--- config.mk ---
export PLATFORM = sky130hd
export DESIGN_NAME = cas_seq_divider
export DESIGN_NICKNAME = d
export VERILOG_FILES = /design/src/rtl/cas_seq_divider_pkg.sv /design/src/rtl/cas_seq_divider_cas.sv /design/src/rtl/cas_seq_divider.sv
export SDC_FILE = /design/constraint.sdc
export NUM_CORES = 1
export LEC_CHECK = 0
export CAP_MARGIN = 20
export CORE_ASPECT_RATIO = 0.5
export CORE_MARGIN = 10
export CORE_UTILIZATION = 40
export DETAILED_ROUTE_END_ITERATION = 10
export GPL_TIMING_DRIVEN = 0
export PLACE_DENSITY_LB_ADDON = 0.1
export SLEW_MARGIN = 15
export SYNTH_ARGS = -nofsm -noshare
export SYNTH_HDL_FRONTEND = slang
export SYNTH_SLANG_ARGS = --single-unit
--- constraint.sdc ---
create_clock -name clk -period 2.5 [get_ports clk]
set_clock_uncertainty 0.05 [all_clocks]
set_input_delay 0.25 -clock clk [delete_from_list [all_inputs] [get_ports clk]]
set_output_delay 0.25 -clock clk [all_outputs]
set_load 0.02 [all_outputs]
--- src/rtl/cas_seq_divider_pkg.sv ---
// cas_seq_divider_pkg: shared width, iteration-counter width and FSM state type for the divider
package cas_seq_divider_pkg;
  localparam int N = 4;
  localparam int CNT_W = $clog2(N);
  typedef enum logic [1:0] {IDLE, ITER, DONE} state_e;
endpackage

--- src/rtl/cas_seq_divider_cas.sv ---
// cas_step: one controlled add/subtract row (a_i -/+ m_i per sub_i), q_bit_o = ~sign of result
module cas_step
  import cas_seq_divider_pkg::*;
(
  input  logic [N-1:0] a_i,
  input  logic [N-1:0] m_i,
  input  logic         sub_i,
  output logic [N-1:0] a_new_o,
  output logic         q_bit_o
);
  always_comb begin
    a_new_o = sub_i ? a_i - m_i : a_i + m_i;
    q_bit_o = ~a_new_o[N-1];
  end
endmodule

--- src/rtl/cas_seq_divider.sv ---
// cas_seq_divider: sequential non-restoring divider (start/dividend/divisor in; busy, out_valid, quo, a_raw, m_out, err out)
module cas_seq_divider
  import cas_seq_divider_pkg::*;
(
  input  logic         clk,
  input  logic         rst,
  input  logic         start,
  input  logic [N-1:0] dividend,
  input  logic [N-1:0] divisor,
  output logic         busy,
  output logic         out_valid,
  output logic [N-1:0] quo,
  output logic [N-1:0] a_raw,
  output logic [N-1:0] m_out,
  output logic         err
);
  state_e state_q, state_d;
  logic [N-1:0] a_q, a_d, q_q, q_d, m_q, m_d, a_new;
  logic [CNT_W-1:0] cnt_q, cnt_d;
  logic err_q, err_d, q_bit, bad;
  cas_step u_step (
    .a_i    ({a_q[N-2:0], q_q[N-1]}),
    .m_i    (m_q),
    .sub_i  (~a_q[N-1]),
    .a_new_o(a_new),
    .q_bit_o(q_bit)
  );
  assign bad = (divisor == '0) || divisor[N-1];
  // the error path goes straight to DONE, so busy only covers a real iteration run
  assign busy = (state_q == ITER) || (state_q == DONE && !err_q);
  always_comb begin
    state_d = state_q;
    a_d = a_q;
    q_d = q_q;
    m_d = m_q;
    cnt_d = cnt_q;
    err_d = err_q;
    case (state_q)
      IDLE: if (start) begin
        a_d = '0;
        q_d = bad ? '0 : dividend;
        m_d = divisor;
        cnt_d = '0;
        err_d = bad;
        state_d = bad ? DONE : ITER;
      end
      ITER: begin
        a_d = a_new;
        q_d = {q_q[N-2:0], q_bit};
        cnt_d = cnt_q + 1'b1;
        state_d = (cnt_q == CNT_W'(N-1)) ? DONE : ITER;
      end
      default: state_d = IDLE;
    endcase
  end
  always_ff @(posedge clk or posedge rst) begin
    if (rst) begin
      state_q <= IDLE;
      a_q <= '0;
      q_q <= '0;
      m_q <= '0;
      cnt_q <= '0;
      err_q <= 1'b0;
      out_valid <= 1'b0;
      quo <= '0;
      a_raw <= '0;
      m_out <= '0;
      err <= 1'b0;
    end else begin
      state_q <= state_d;
      a_q <= a_d;
      q_q <= q_d;
      m_q <= m_d;
      cnt_q <= cnt_d;
      err_q <= err_d;
      // results are published on the edge leaving DONE and then held until the next result
      out_valid <= (state_q == DONE);
      if (state_q == DONE) begin
        quo <= q_q;
        a_raw <= a_q;
        m_out <= m_q;
        err <= err_q;
      end
    end
  end
endmodule

==> summary by stage <==
GRT
For this run, the total global-route usage over all layers was measured as 0.0953. In this run the most used layer during global routing was met2. The total congestion overflow is 0. The initial antenna violation count came to 0.

For this run, global-route usage on met1 was measured as 0.118. The largest net degree at the start of global routing is 32. The via count of the first global-routing pass is 985. The met2 capacity usage during global routing is 0.135.

The first global-routing pass estimated 4.95 mm of wire. The met3 layer usage reported by global route is 0.0432.

Worst hold path
The path class of the tightest hold or removal check is input pin to async pin.

Route
The number of remaining DRC errors is 0. The average via count per standard cell is 4.76. The total wirelength of the detailed-routed design is 2.96 mm. The first-iteration detailed-routing DRC count is 37. The routed via count is 1005.

The detail route stage leaves a number of antenna-violating nets equal to 0. The detailed-routing iteration count for the pre-antenna-repair pass is 4. The routed wire length per instance is 14.0 µm.

Clock network
The clock drives 31 sinks. The number of hold buffers added after CTS was 0. The number of buffers on the longest clock path is 2. In this run, CTS created clock tree buffers numbering 5. The clock tree root driver cell is sky130_fd_sc_hd__clkbuf_8. Clock-pin slew was measured on the worst setup and hold paths at 0.06 ns. The post-CTS setup-driven buffer insertion count is 0. After clock tree synthesis, the repair step resized 0 gates. Clock latency on the worst-skew pair, taken at its later pin, is 0.28 ns.

The H-tree generated during clock tree synthesis spans 2 levels. The clock tree from TritonCTS is done.

Floorplan
The height of the die is 62.1 µm. The die covers 6480 µm². The starting density of the core is 0.416. The die is 104 µm wide. The number of I/O pins is 26.

The core region is 3420 µm². The row count is 15.

Critical path
The critical path's top delay family is buffers and inverters. For the worst setup path, the data required time is 2.20 ns. STA classifies the critical path endpoint as an output pin.

The critical path buffer and inverter count is 3. The startpoint class of the critical path is a register. Walking the worst path, the cells encountered are nand2b_1 -> buf_4 -> buf_6 -> o21ai_0 -> clkdlybuf4s50_1. By startpoint and endpoint, the worst setup path is classified as register to output pin.

The largest single stage delay on the critical path is 0.65 ns. For the worst setup path, the data arrival time is 2.05 ns. The worst-path cell with the longest stage delay is sky130_fd_sc_hd__clkdlybuf4s50_1. In this run the worst path has a maximum fanout of 10.

Yosys
The cell count after synthesis came out at 129. After synthesis, the cell types taking the most area are sky130_fd_sc_hd__dfrtp_1 (55%), sky130_fd_sc_hd__mux2_2 (7.1%), sky130_fd_sc_hd__nand2_1 (5.3%), sky130_fd_sc_hd__ha_1 (4.4%), sky130_fd_sc_hd__o21ai_0 (2.8%). The area of the mapped netlist is 1420 µm². The proportion of netlist area held by the largest area contributor is 0.546. The flip-flop and latch count after synthesis is 31.

After synthesis, the mean cell area works out to 11.0 µm². Of the synthesized area, sequential elements account for 0.546. Yosys mapped the design onto 27 distinct sky130hd cell types. Yosys printed 0 warnings. The top cell type by total area after synthesis is sky130_fd_sc_hd__dfrtp_1. Synthesis produced a netlist with a net count of 146.

Final layout
The final antenna diode count is 0. The filler cells instantiated in the layout total 327. The synthesis-to-layout area growth is 27.2%. Summing all multi-input logic gate instances after layout gives 584 µm². The share of cells above drive strength 1 is 0.144. At the end of the flow, the number of nets in the layout was 178. The area occupied by registers is 776 µm².

Placed design
The routability-driven placement congestion ratio is 0.713. Detailed placement ended at an HPWL of 2.22 mm. The count of input and output buffers is 25.

STA
The number of failing hold endpoints at the final stage is 0. The total negative slack for setup checks is 0 ns. Setup repair after global routing left no endpoint under its margin.

The post-route fraction of the period consumed by the critical path is 0.941. The achievable clock frequency is 425 MHz. Setup violations remaining at the end of the flow were counted as 0.

The slew of the pin with the lowest slew margin is 0.640 ns. The minimum period implied by the final worst setup slack is 2.35 ns. The count of final max-slew check failures is 0.

The worst pin sits at a relative slew slack of 0.572.

Power
The part of the total power dissipated in sequential elements is 0.363. The leakage power of the design is 0.839 nW. The cell internal power dissipation is 1.54 mW. The reported net switching power is 928 µW. The total power after layout is 2.47 mW. The power per unit of standard cell area is 1370 nW/µm². The switching share of power is 0.375.

Of the total power, the clock network draws 0.140. The worst voltage drop across the vdd grid is 0.501 mV. The share of total power dissipated in combinational logic is 0.497.

Flow run
The max capacitance violation total is 0.

Status
The run finished with clean final reports.
## flip-flops by register name, indices dropped and copies added (netlist names), 2 cells and up
name	cells
a_q	4
a_raw	4
cnt_q	2
m_out	4
m_q	4
q_q	4
quo	4
state_q	2
## cells in the mapped netlist, drive strengths merged
master / instances
buf: 5
nor3b: 1
nor3: 2
a21o: 1
xor2: 2
a2bb2oi: 1
ha: 5
nand2: 20
mux2: 11
nand3: 6
fa: 1
xnor3: 1
inv: 7
a31oi: 1
a22oi: 2
nor2b: 3
nand2b: 3
xnor2: 1
o31ai: 1
dfrtp: 31
a21oi: 5
o21ai: 12
nor2: 7
## per-stage QoR
step / hold slack (ns) / utilization / cells / instance area (µm²) / setup slack, ns
floorplan: 0.304 / - / 129 / 1420 / 0.453
global placement: 0.411 / 0.508 / 205 / 1730 / 0.303
finish: 0.341 / 0.529 / 211 / 1810 / 0.147
global route: 0.409 / 0.529 / 211 / 1810 / 0.0699
CTS: 0.368 / 0.529 / 211 / 1810 / 0.142
detailed placement: 0.419 / 0.508 / 205 / 1730 / 0.293
## cell type report
cell class              instances  area share
flip-flops and latches         31       0.429
multi-input cells              86       0.323
repair buffers                 25       0.139
clock buffers                   6      0.0402
well taps                      51      0.0353
plain buffers                   5      0.0187
inverters                       7      0.0145
## logic make-up (layout without fill, tap and decap cells)
logic type               after synthesis  in the layout  share of synthesized area
AO/OA/AOI/OAI                         23             23                     0.0916
XOR/XNOR                               4              4                     0.0344
multiplexers                          11             11                     0.0925
AND/OR/NAND/NOR                       42             42                      0.135
adder cells (fa/ha/maj)                6              6                     0.0582
flip-flops                            31             31                      0.546
buffers and inverters                 12             43                     0.0423
## layer usage
layer | part of all wire | vias up | wire length (µm)
met5 | 0 | - | 0
met4 | 0.018 | 0 | 53
met3 | 0.068 | 7 | 203
met2 | 0.42 | 25 | 1240
met1 | 0.50 | 476 | 1470
li1 | - | 497 | -
## final timing paths
path                       cells after the start  startpoint  slack [ns]       end
min reg2reg                                    2    a_raw[0]        0.43  a_raw[0]
max reg2reg                                    8      m_q[0]        0.28    q_q[0]
min                                            2         rst        0.34  a_raw[1]
min in group clk                               2    a_raw[0]        0.43  a_raw[0]
max                                            5  state_q[0]        0.15      busy
max in group asynchronous                      2         rst        1.64  m_out[3]
## power by group through the flow
stage / Sequential [mW] / Combinational [mW] / Clock [mW]
finish: 0.897 / 1.23 / 0.347
global route: 0.938 / 1.37 / 0.381
CTS: 0.900 / 1.25 / 0.362
detailed placement: 0.907 / 1.25 / 0
global placement: 0.898 / 1.22 / 0
floorplan: 0.996 / 0.719 / 0
## placed cells by master, fill, tap and decap left out, types with 2 or more instances in the layout
cell type / synthesis / final
sky130_fd_sc_hd__ha_1: 5 / 5
sky130_fd_sc_hd__clkdlybuf4s50_1: 0 / 25
sky130_fd_sc_hd__a22oi_1: 2 / 2
sky130_fd_sc_hd__xor2_1: 2 / 2
sky130_fd_sc_hd__a21oi_1: 5 / 5
sky130_fd_sc_hd__o21ai_1: 4 / 4
sky130_fd_sc_hd__nor2_1: 7 / 7
sky130_fd_sc_hd__nand3_1: 6 / 6
sky130_fd_sc_hd__nand2b_1: 3 / 3
sky130_fd_sc_hd__inv_1: 7 / 6
sky130_fd_sc_hd__clkbuf_8: 0 / 5
sky130_fd_sc_hd__nor2b_1: 3 / 3
sky130_fd_sc_hd__buf_2: 3 / 3
sky130_fd_sc_hd__nand2_1: 20 / 20
sky130_fd_sc_hd__nor3_1: 2 / 2
sky130_fd_sc_hd__mux2_2: 9 / 9
sky130_fd_sc_hd__o21ai_0: 8 / 8
sky130_fd_sc_hd__mux2_4: 2 / 2
sky130_fd_sc_hd__dfrtp_1: 31 / 31
No activity file was read; power rests on OpenSTA's default activity.
